[src/rtl/fifo_pkg.sv]
// Shared definitions for the FIFO round-robin arbiter: state encoding and sizing helpers.
package fifo_pkg;

  typedef enum logic {
    IDLE = 1'b0,
    XFER = 1'b1
  } arb_state_t;

  // Index width that stays legal for a single-entry vector.
  function automatic int idx_width(input int n);
    return (n > 1) ? $clog2(n) : 1;
  endfunction

endpackage

[src/rtl/rr_pick.sv]
// Combinational round-robin picker: first set request after ptr, wrapping modulo NREQ.
module rr_pick
  import fifo_pkg::*;
#(
  parameter int NREQ = 4,
  parameter int PW   = idx_width(NREQ)
) (
  input  logic [NREQ-1:0] req,
  input  logic [PW-1:0]   ptr,
  output logic [NREQ-1:0] gnt,
  output logic            valid,
  output logic [PW-1:0]   idx
);

  logic [PW-1:0] cand;

  // Scan ptr+1 .. ptr+NREQ so the previous owner is considered last.
  always_comb begin
    gnt   = '0;
    valid = 1'b0;
    idx   = '0;
    cand  = '0;
    for (int k = 1; k <= NREQ; k++) begin
      cand = PW'((int'(ptr) + k) % NREQ);
      if (!valid && req[cand]) begin
        valid     = 1'b1;
        gnt[cand] = 1'b1;
        idx       = cand;
      end
    end
  end

endmodule

[src/rtl/fifo_rr_arb.sv]
// Merges NREQ zero-latency FIFOs into one downstream FIFO, granting owners round-robin
// either in bursts of up to BURST words (PKT=0) or whole eop-terminated packets (PKT=1).
module fifo_rr_arb
  import fifo_pkg::*;
#(
  parameter int NREQ      = 4,
  parameter int DATAWIDTH = 18,
  parameter int BURST     = 8,
  parameter int PKT       = 0
) (
  input  logic                      clk,
  input  logic                      reset,
  input  logic [NREQ-1:0]           in_ne,
  input  logic [NREQ*DATAWIDTH-1:0] in_data,
  output logic [NREQ-1:0]           in_re,
  input  logic                      out_full,
  output logic [DATAWIDTH-1:0]      out_data,
  output logic                      out_we,
  output logic [NREQ-1:0]           grant,
  output logic                      busy
);

  localparam int PW = idx_width(NREQ);
  localparam int CW = $clog2(BURST + 1);
  localparam logic [CW-1:0] BURST_M1 = CW'(BURST - 1);

  arb_state_t          state, state_nx;
  logic [PW-1:0]       ptr, ptr_nx;
  logic [CW-1:0]       cnt, cnt_nx;
  logic [NREQ-1:0]     grant_nx;
  logic                busy_nx;

  logic [NREQ-1:0]     pick_gnt;
  logic                pick_valid;
  logic [PW-1:0]       pick_idx;

  logic [DATAWIDTH-1:0] data_arr [NREQ];
  logic [DATAWIDTH-1:0] owner_data;
  logic                 owner_ne;
  logic                 owner_eop;
  logic                 pop;
  logic                 leave;

  for (genvar i = 0; i < NREQ; i++) begin : g_unpack
    assign data_arr[i] = in_data[i*DATAWIDTH +: DATAWIDTH];
  end

  rr_pick #(
    .NREQ (NREQ),
    .PW   (PW)
  ) u_pick (
    .req   (in_ne),
    .ptr   (ptr),
    .gnt   (pick_gnt),
    .valid (pick_valid),
    .idx   (pick_idx)
  );

  // While in XFER, ptr always names the current owner.
  assign owner_data = data_arr[ptr];
  assign owner_ne   = in_ne[ptr];
  assign owner_eop  = owner_data[DATAWIDTH-1];
  assign pop        = (state == XFER) && owner_ne && !out_full && !reset;

  always_comb begin
    state_nx = state;
    ptr_nx   = ptr;
    cnt_nx   = cnt;
    grant_nx = grant;
    busy_nx  = busy;
    in_re    = '0;
    leave    = 1'b0;

    if (pop) begin
      in_re[ptr] = 1'b1;
    end

    case (state)
      IDLE: begin
        if (pick_valid && !out_full) begin
          state_nx = XFER;
          ptr_nx   = pick_idx;
          grant_nx = pick_gnt;
          busy_nx  = 1'b1;
          cnt_nx   = '0;
        end
      end
      XFER: begin
        if (pop) begin
          cnt_nx = cnt + 1'b1;
        end
        // Burst mode also ends as soon as the owner runs dry; packet mode waits for eop.
        if (PKT != 0) begin
          leave = pop && owner_eop;
        end else begin
          leave = !owner_ne || (pop && (cnt == BURST_M1));
        end
        if (leave) begin
          state_nx = IDLE;
          grant_nx = '0;
          busy_nx  = 1'b0;
        end
      end
      default: begin
        state_nx = IDLE;
        grant_nx = '0;
        busy_nx  = 1'b0;
      end
    endcase
  end

  always_ff @(posedge clk) begin
    if (reset) begin
      state    <= IDLE;
      ptr      <= PW'(NREQ - 1);
      cnt      <= '0;
      grant    <= '0;
      busy     <= 1'b0;
      out_we   <= 1'b0;
      out_data <= '0;
    end else begin
      state  <= state_nx;
      ptr    <= ptr_nx;
      cnt    <= cnt_nx;
      grant  <= grant_nx;
      busy   <= busy_nx;
      out_we <= pop;
      if (pop) begin
        out_data <= owner_data;
      end
    end
  end

endmodule

[config.mk]
export PLATFORM = sky130hd
export DESIGN_NAME = fifo_rr_arb
export DESIGN_NICKNAME = d
export VERILOG_FILES = /design/src/rtl/fifo_pkg.sv /design/src/rtl/rr_pick.sv /design/src/rtl/fifo_rr_arb.sv
export SDC_FILE = /design/constraint.sdc
export NUM_CORES = 1
export LEC_CHECK = 0
export ABC_AREA = 0
export CORE_MARGIN = 4
export CORE_UTILIZATION = 39
export DETAILED_ROUTE_END_ITERATION = 8
export PLACE_DENSITY = 0.76
export SYNTH_ARGS = -nofsm -noshare
export SYNTH_HDL_FRONTEND = slang
export SYNTH_HIERARCHICAL = 1
export SYNTH_SLANG_ARGS = --single-unit
[constraint.sdc]
create_clock -name clk -period 2.8 [get_ports clk]
set_input_delay 0.7 -clock clk [delete_from_list [all_inputs] [get_ports clk]]
set_output_delay 0.7 -clock clk [all_outputs]
set_load 0.02 [all_outputs]
==> impl_metrics.env, run 1 <==
export IMPL_ir_drop_uv=241
export IMPL_die_h_um=88.4
export IMPL_drv_cap=0
export IMPL_initial_utilization_pct=40.0
export IMPL_drt_first_pass_iters=4
export IMPL_timing_hold_ws_ns=0.489
export IMPL_cts_tree="done"
export IMPL_insertion_delay_ns=0.29
export IMPL_r2r_cells=8
export IMPL_synthTopCellsByCount="31 x dfxtp_1, 27 x nand3_1, 24 x a21oi_1"
export IMPL_cp_depth=6
export IMPL_dr_first_iter_drc_count=112
export IMPL_cpLargestDelayFamily="buffers and inverters"
export IMPL_cp_required_ns=2.10
export IMPL_syn_area_sq_um=2520
export IMPL_area_delta_synth_final_pct=50.5
export IMPL_path_class="in -> out"
export IMPL_synth_seq_cells=31
export IMPL_async_flop_share_pct=0
export IMPL_dp_cells=435
export IMPL_finalMaxSlewViolations=0
export IMPL_crit_path_start="out_full"
export IMPL_ctsHtreeMaxLevel=2
export IMPL_grt_pass1_vias=2522
export IMPL_timing_final_ws_setup_ns=0.118
export IMPL_yosysMostFrequentCell="dfxtp_1"
export IMPL_slowest_delay_ns=0.46
export IMPL_grt_start_max_net_pins=34
export IMPL_crit_path_top_delay_cell="clkdlybuf4s50_1"
export IMPL_reg2reg_slack_ns=0.24
export IMPL_gr_usage_all_layers_pct=18.8
export IMPL_pre_cts_ws_ns=-0.470
export IMPL_worst_pin_slew_ns=0.736
export IMPL_nNetsFinal=454
export IMPL_dieArea_sq_um=7820
export IMPL_route_detailed_drc=0
export IMPL_finClkSkew_ns=0.00568
export IMPL_yosys_area_top_type="dfxtp_1"
export IMPL_fin_util_pct=60.1
export IMPL_grt_ovfl_total=0
export IMPL_numCtsBuffers=5
export IMPL_crit_fanout=8
export IMPL_yosys_warnings=6
export IMPL_ys_flop_type="dfxtp_1"
export IMPL_avgRoutedWirePerCell_um=16.2
export IMPL_crit_path_end="in_re[3]"
export IMPL_synth_edf_count=0
export IMPL_finalHoldViolations=0
export IMPL_status="finished clean"
export IMPL_powerDensity_nw_per_um2=375
export IMPL_drive_gt1_share_pct=18.0
export IMPL_end_kind="output port"
export IMPL_yosysSeqAreaShare_pct=24.6
export IMPL_grt_pass1_wl_um=11500
export IMPL_routabilityCongestion=0.890
export IMPL_rows=29
export IMPL_cts_buffer_depth=2
export IMPL_start_kind="input port"
export IMPL_port_buffers=106
export IMPL_wl_um=7210
export IMPL_post_dp_hpwl_um=5500
export IMPL_vias=2504
export IMPL_synth_area_top_cells="dfxtp_1 25%, mux4_2 19%, a21bo_1 6.3%"
export IMPL_ant_nets=0
export IMPL_synthCells=262
export IMPL_post_synth_cell_area_avg_sq_um=9.63
export IMPL_synth_cell_types=45
export IMPL_coreArea_sq_um=6310
export IMPL_yosys_area_top_type_share_pct=24.6
export IMPL_path_buf_inv=3
export IMPL_diodes=0
export IMPL_antenna_found_initial=0
export IMPL_reg2reg_from="ptr[1]"
export IMPL_fmax_mhz=373
export IMPL_setup_violations_final=0
export IMPL_synth_net_count=350
export IMPL_ios=107
export IMPL_die_x_um=88.4
export IMPL_slew_headroom_pct=50.1
export IMPL_critical_path_cell_chain="clkdlybuf4s50_1, nor3b_4, buf_12, and2_4, and3_4, buf_6"
export IMPL_clk_pin_slew_ns=0.07
export IMPL_finalNonFillerCells=444
export IMPL_hold_path_class="reg -> reg"
export IMPL_power_uw=1420
export IMPL_worstPathArrival_ns=1.98
export IMPL_root_buffer="clkbuf_8"
export IMPL_rsz0062_at_grt="no"
export IMPL_tritoncts_num_sinks=31
export IMPL_reg2reg_to="grant[3]"
export IMPL_viasPerCell=5.64
export IMPL_power_leakage_uw=0.00149
export IMPL_fin_crit_sh_pct=95.8
export IMPL_min_period_ns=2.68
## worst min path at each step
stage | startpoint | end | depth (start not counted)
6_report | cnt[2] | cnt[2] | 1
5_1_grt | cnt[3] | cnt[3] | 2
4_1_cts | cnt[2] | cnt[2] | 1
3_5_place_dp | cnt[2] | cnt[2] | 1
3_3_place_gp | cnt[2] | cnt[2] | 1
2_1_floorplan | cnt[2] | cnt[2] | 1
## layer usage
metal  vias to the layer above  track usage (%)  wire length [um]
li1                       1215                -                 -
met3                        11             7.26               648
met4                         0             5.49               124
met1                      1187             20.9              2830
met2                        91             33.4              3600
met5                         -                0                 0
## layout by cell type, fill, tap and decap left out, types with 5 or more instances in the layout
| cell | n |
|---|---|
| mux4_2 | 21 |
| nand4_1 | 6 |
| nor2_1 | 5 |
| dfxtp_1 | 30 |
| clkbuf_8 | 7 |
| buf_4 | 18 |
| clkdlybuf4s50_1 | 98 |
| or3_1 | 6 |
| inv_1 | 14 |
| a21bo_1 | 16 |
| mux2i_1 | 9 |
| nand3_1 | 27 |
| ha_1 | 9 |
| nand2_1 | 11 |
| a21oi_1 | 24 |
## report_power, final
group          switching (uW)  total, uW  internal [uW]
Sequential               15.7        474            458
Clock                     173        397            223
Combinational             254        553            298
Total                     443       1420            980
## area by class of cell
cell class | count | area [sq um]
fillers | 570 | 2520
multi-input cells | 190 | 1720
repair buffers | 124 | 1210
flip-flops and latches | 31 | 622
clock buffers | 7 | 96.3
well taps | 77 | 96.3
inverters | 14 | 52.6
clock inverters | 1 | 7.51
## sequential cells by signal, indices dropped and copies added, names as in the netlist
signal	count
busy	1
cnt	4
grant	4
out_data	18
out_we	1
ptr	2
state	1
## per-stage QoR
stage	TNS, ns	area (sq um)
final	0	3800
after global routing	0	3800
after CTS	-0.0570	3780
after detailed placement	-1.78	3670
after global placement	-1.41	3670
after floorplan	0	2520
## cell families after synthesis
| kind of cell | after synthesis | share of synthesized area (%) |
|---|---|---|
| AOI/OAI and AO/OA | 75 | 22.6 |
| and+or+nand+nor | 75 | 17.4 |
| buffers and inverters | 41 | 8.18 |
| muxes | 31 | 22.8 |
| DFF | 31 | 24.6 |
| adders and majority gates | 9 | 4.46 |
## timing repair
item,4_1_cts,5_1_grt
pin swaps,0,1
resized for setup,15,11
hold endpoints to repair,0,0
endpoints found under the setup margin,4,8
gates cloned,0,0
buffers inserted,1,0
hold buffers,0,0
Note: power is estimated with default switching activity, not from simulation.
==> run 2, diff against run 1 <==
--- a/config.mk
+++ b/config.mk
@@ -7,9 +7,10 @@
 export LEC_CHECK = 0
 export ABC_AREA = 0
 export CORE_MARGIN = 4
-export CORE_UTILIZATION = 39
+export CORE_UTILIZATION = 43
 export DETAILED_ROUTE_END_ITERATION = 8
-export PLACE_DENSITY = 0.76
+export PLACE_DENSITY = 0.8
+export SETUP_SLACK_MARGIN = 0.02
 export SYNTH_ARGS = -nofsm -noshare
 export SYNTH_HDL_FRONTEND = slang
 export SYNTH_HIERARCHICAL = 1
==> constraint.sdc (replaced) <==
create_clock -name clk -period 2.6 [get_ports clk]
set_input_delay 0.65 -clock clk [delete_from_list [all_inputs] [get_ports clk]]
set_output_delay 0.65 -clock clk [all_outputs]
set_load 0.02 [all_outputs]
==> impl_metrics.env, run 2 (same netlist as run 1, synthesis figures left out) <==
export IMPL_p_sw_share_pct=29.4
export IMPL_grt_ovfl_total=0
export IMPL_power_frac_seq_pct=31.3
export IMPL_finalHoldViolations=0
export IMPL_viasPerCell=5.79
export IMPL_finClkSkew_ns=0.00775
export IMPL_rows=27
export IMPL_pre_cts_ws_ns=-0.539
export IMPL_initial_utilization_pct=45.0
export IMPL_routabilityCongestion=0.795
export IMPL_setup_violations_final=0
export IMPL_fmax_mhz=397
export IMPL_avgRoutedWirePerCell_um=17.2
export IMPL_largest_register="out_data"
export IMPL_numCtsBuffers=5
export IMPL_port_buffers=106
export IMPL_layout_commonest_cell="clkdlybuf4s50_1"
export IMPL_grt_start_max_net_pins=44
export IMPL_root_buffer="clkbuf_8"
export IMPL_timing_final_ws_setup_ns=0.0793
export IMPL_antenna_found_initial=0
export IMPL_grt_pass1_wl_um=12600
export IMPL_power_uw=1630
export IMPL_r2r_cells=9
export IMPL_post_dp_hpwl_um=5680
export IMPL_nNetsFinal=462
export IMPL_vias=2589
export IMPL_fill_cells=455
export IMPL_dp_cells=438
export IMPL_drt_first_pass_iters=6
export IMPL_cts_tree="done"
export IMPL_p_clk_share_pct=29.9
export IMPL_route_detailed_drc=0
export IMPL_largest_reg_flops=18
export IMPL_die_h_um=84.6
export IMPL_slew_headroom_pct=45.2
export IMPL_finalNonFillerCells=447
export IMPL_p_int_uw=1150
export IMPL_fin_crit_sh_pct=96.9
export IMPL_path_class="in -> out"
export IMPL_dr_first_iter_drc_count=127
export IMPL_finalMaxSlewViolations=0
export IMPL_die_x_um=84.6
export IMPL_coreArea_sq_um=5610
export IMPL_crit_fanout=3
export IMPL_drv_cap=0
export IMPL_worstPathArrival_ns=1.87
export IMPL_start_kind="input port"
export IMPL_layout_common_cells="96 x clkdlybuf4s50_1, 30 x dfxtp_1, 27 x nand3_1, 24 x a21oi_1, 24 x buf_4"
export IMPL_ir_drop_uv=361
export IMPL_clk_pin_slew_ns=0.06
export IMPL_status="finished clean"
export IMPL_ant_nets=0
export IMPL_insertion_delay_ns=0.28
export IMPL_comb_power_share_pct=38.8
export IMPL_diodes=0
export IMPL_grt_pass1_vias=2734
export IMPL_worst_pin_slew_ns=0.809
export IMPL_hold_path_class="reg -> reg"
export IMPL_cp_required_ns=1.95
export IMPL_dieArea_sq_um=7160
export IMPL_cts_buffer_depth=2
export IMPL_end_kind="output port"
export IMPL_rsz0062_at_grt="no"
export IMPL_power_leakage_uw=0.00153
export IMPL_powerDensity_nw_per_um2=421
export IMPL_ctsHtreeMaxLevel=2
export IMPL_wl_um=7670
export IMPL_min_path_cells=1
export IMPL_gr_usage_all_layers_pct=21.4
export IMPL_area_delta_synth_final_pct=53.3
export IMPL_tritoncts_num_sinks=31
export IMPL_post_cts_buffers=0
export IMPL_ios=107
export IMPL_top_regs="out_data x18, cnt x4, grant x4"
export IMPL_p_switching_uw=479
export IMPL_fin_util_pct=68.9
export IMPL_drive_gt1_share_pct=19.7
export IMPL_min_period_ns=2.52
## run 2: cell count changes in the layout (fill, tap and decap cells not counted), sizes merged
cell           delta
buf               +8
dlygate4sd2       +5
clkinv            +1
clkdlybuf4s50     -2
clkinvlp          -1
bufinv            +1
clkbuf            -1
dlymetal6s2s      -3
## run 2: final timing paths
path / start / slack [ns] / endpoint
worst max-delay path: in_ne[2] / 0.08 / in_re[3]
worst min-delay path: cnt[2] / 0.49 / cnt[2]
worst max register to register: ptr[1] / 0.19 / grant[1]
worst min register to register: cnt[2] / 0.49 / cnt[2]
## run 2: what timing repair did
action / 4_1_cts / 5_1_grt
hold endpoints to repair: 0 / 0
resized for setup: 26 / 2
gates cloned: 0 / 1
pin swaps: 2 / 1
endpoints found under the setup margin: 6 / 7
hold buffers: 0 / 0
## run 2: cell type report
class,count,area [sq um],share of cell area (%)
clock inverters,2,35.0,0.906
repair buffers,132,1270,32.8
clock buffers,6,82.6,2.14
well taps,72,90.1,2.33
multi-input cells,190,1720,44.4
flip-flops and latches,31,622,16.1
inverters,14,52.6,1.36
## run 2: power groups by stage
stage                     Clock (uW)  Sequential (uW)  Combinational [uW]
final                            488              509                 632
after floorplan                    0              536                 360
after global routing             525              512                 684
after CTS                        496              508                 621
after detailed placement           0              517                 620
after global placement             0              517                 605
## run 2: stage by stage
step / area, sq um / setup TNS, ns / hold WS [ns]
after CTS: 3830 / 0 / 0.484
after detailed placement: 3730 / -2.98 / 0.470
after global placement: 3730 / -2.79 / 0.467
after global routing: 3870 / 0 / 0.509
after floorplan: 2520 / 0 / 0.446
final: 3870 / 0 / 0.485
## run 2: critical path, stage by stage
cell,delay [ns]
dlygate4sd2_1,0.25
mux4_2,0.49
and2_4,0.18
and3_4,0.17
buf_6,0.12
## run 2: metal layers
layer	part of all wire, %	GRT usage, %	up-vias
met5	0	0	-
met4	2.7	7.34	0
met3	7.8	5.20	16
met2	51	38.4	109
met1	38	24.6	1231
li1	-	-	1233
==> variant (config.mk and constraints of run 1) <==
Change the parameter `BURST` from 8 to 4.
--- a/src/rtl/fifo_rr_arb.sv
+++ b/src/rtl/fifo_rr_arb.sv
@@ -5,7 +5,7 @@
 #(
   parameter int NREQ      = 4,
   parameter int DATAWIDTH = 18,
-  parameter int BURST     = 8,
+  parameter int BURST     = 4,
   parameter int PKT       = 0
 ) (
   input  logic                      clk,
Check against the original RTL: not equivalent (a bounded check fails within 10 cycles, from zero or initial values and one cycle with reset high).
==> variant against run 1 <==
  * Sequential share of layout area decreased by 0.35 points
  * Wire length is 2.3% lower
  * Synthesized area hardly changed
  * Highest routed layer unchanged
  * Clock skew about the same
  * Critical endpoint is now in_re[0]
  * First-iteration DRC count is 33% lower
  * Global-route usage decreased by 0.79 points
  * Sequential cell count decreased by 1
  * Utilization decreased by 0.65 points
  * Final area decreased by 1.1%
  * Worst setup slack got worse by 14 ps
  * Total power fell by 1.3%
==> variant: results (changes against run 1) <==
metric	value	unit	change
Worst Hold End	grant[0]$_SDFFE_PP0P_		was cnt[2]$_SDFFE_PP0P_
largest net degree at the start of global routing	45		was 34
GR Layer Usage met2	29.44	%	was 33.38%
Relative slew margins	69.18	%	was 50.14%
Power Clock	0.356	mW	was 0.397 mW
post-cts repair resize count	13		was 15
Synth area leaders	dfxtp_1 (24%), mux4_2 (19%), a21bo_1 (6.7%), a21oi_2 (5.9%), ha_1 (5.0%)		was dfxtp_1 (25%), mux4_2 (19%), a21bo_1 (6.3%), nand3_1 (5.4%), a21oi_1 (4.8%)
Vias	2448		was 2,504
nets	451		was 454
Clock Skews	5.846	ps	was 5.679 ps
Synth Area in Adders	4.955	%	was 4.464%
Routability Congestion	0.8992		was 0.8896
library cells used by synthesis	40		was 45
Total GRT Usage	18.04	%	was 18.83%
met3 GRT Util	5.773	%	was 7.263%
Slowest-stage cell, CP	mux4_2		was clkdlybuf4s50_1
Net Switching	0.4431	mW	was 0.4432 mW
commonest cells in the netlist	dfxtp_1 (30), mux4_2 (21), nand3_1 (20), a21bo_1 (17), a21oi_2 (17)		was dfxtp_1 (31), nand3_1 (27), a21oi_1 (24), mux4_2 (21), a21bo_1 (16)
share of layout cells above drive strength 1	20.66	%	was 17.98%
Comb pwr share	41.5	%	was 38.8%
biggest regs	out_data x18, grant x4, cnt x3		was out_data x18, cnt x4, grant x4
DR WL met2	3506	um	was 3598 um
Pleak	1.391	nW	was 1.490 nW
Crit Reg-Reg Endpoint	grant[2]$_SDFFE_PP0P_		was grant[3]$_SDFFE_PP0P_
clock power share	25.4	%	was 27.9%
number of global-route vias before repair	2433		was 2,522
M1 WL	2778	um	was 2834 um
first-pass GRT wire length	11090	um	was 11,470 um
flop2flop setup slack	290	ps	was 240 ps
mux share of post-synthesis cell area	21.95	%	was 22.77%
crit-path max FO	3		was 8
Post-CTS Setup Repair Bufs	0		was 1
Critical Path AT	2000	ps	was 1980 ps
DP Area	3679	um^2	was 3674 um^2
Hold Crit Start	grant[0]$_SDFFE_PP0P_		was cnt[2]$_SDFFE_PP0P_
sequential area share after synthesis	23.79	%	was 24.60%
met3 WL post-DR	599	um	was 648 um
drt wl/cell	15.99	um	was 16.23 um
DRT iter0 DRCs	75		was 112
utilization after layout	59.49	%	was 60.15%
DP Worst Slack	-358.0	ps	was -470.0 ps
outcome	finished, final reports clean		unchanged
worst setup path start	in_ne[3]		was out_full
peak supply drop	0.0002936	V	was 0.0002405 V
met1 usage	22.60	%	was 20.91%
variant: cell count changes after synthesis, sizes merged, moves of 3 or more:
cell   delta
nor2b     +4
a211o     +3
nand3     -7
nand2     +3
inv       -3
buf       +4
variant: worst max path at each step:
stage / end / slack [ps] / cells after the start
6_report: in_re[0] / 100 / 5
5_1_grt: grant[0]$_SDFFE_PP0P_ / 20 / 8
4_1_cts: in_re[2] / -50 / 5
3_5_place_dp: in_re[2] / -360 / 6
3_3_place_gp: in_re[2] / -350 / 6
2_1_floorplan: grant[1]$_SDFFE_PP0P_ / 180 / 11
variant: cell type report:
type / instances / area, um^2
fillers: 574 / 2557
multi-input cells: 189 / 1725
repair buffers: 125 / 1200
flip-flops and latches: 30 / 601.8
well taps: 77 / 96.34
clock buffers: 7 / 86.33
inverters: 11 / 41.29
clock inverters: 1 / 5.005
variant: per-stage QoR:
step | setup TNS (ps) | std cells
finish | 0 | 440
global route | 0 | 440
CTS | -46.59 | 440
detailed placement | -1641 | 432
global placement | -1408 | 432
floorplan | 0 | 259
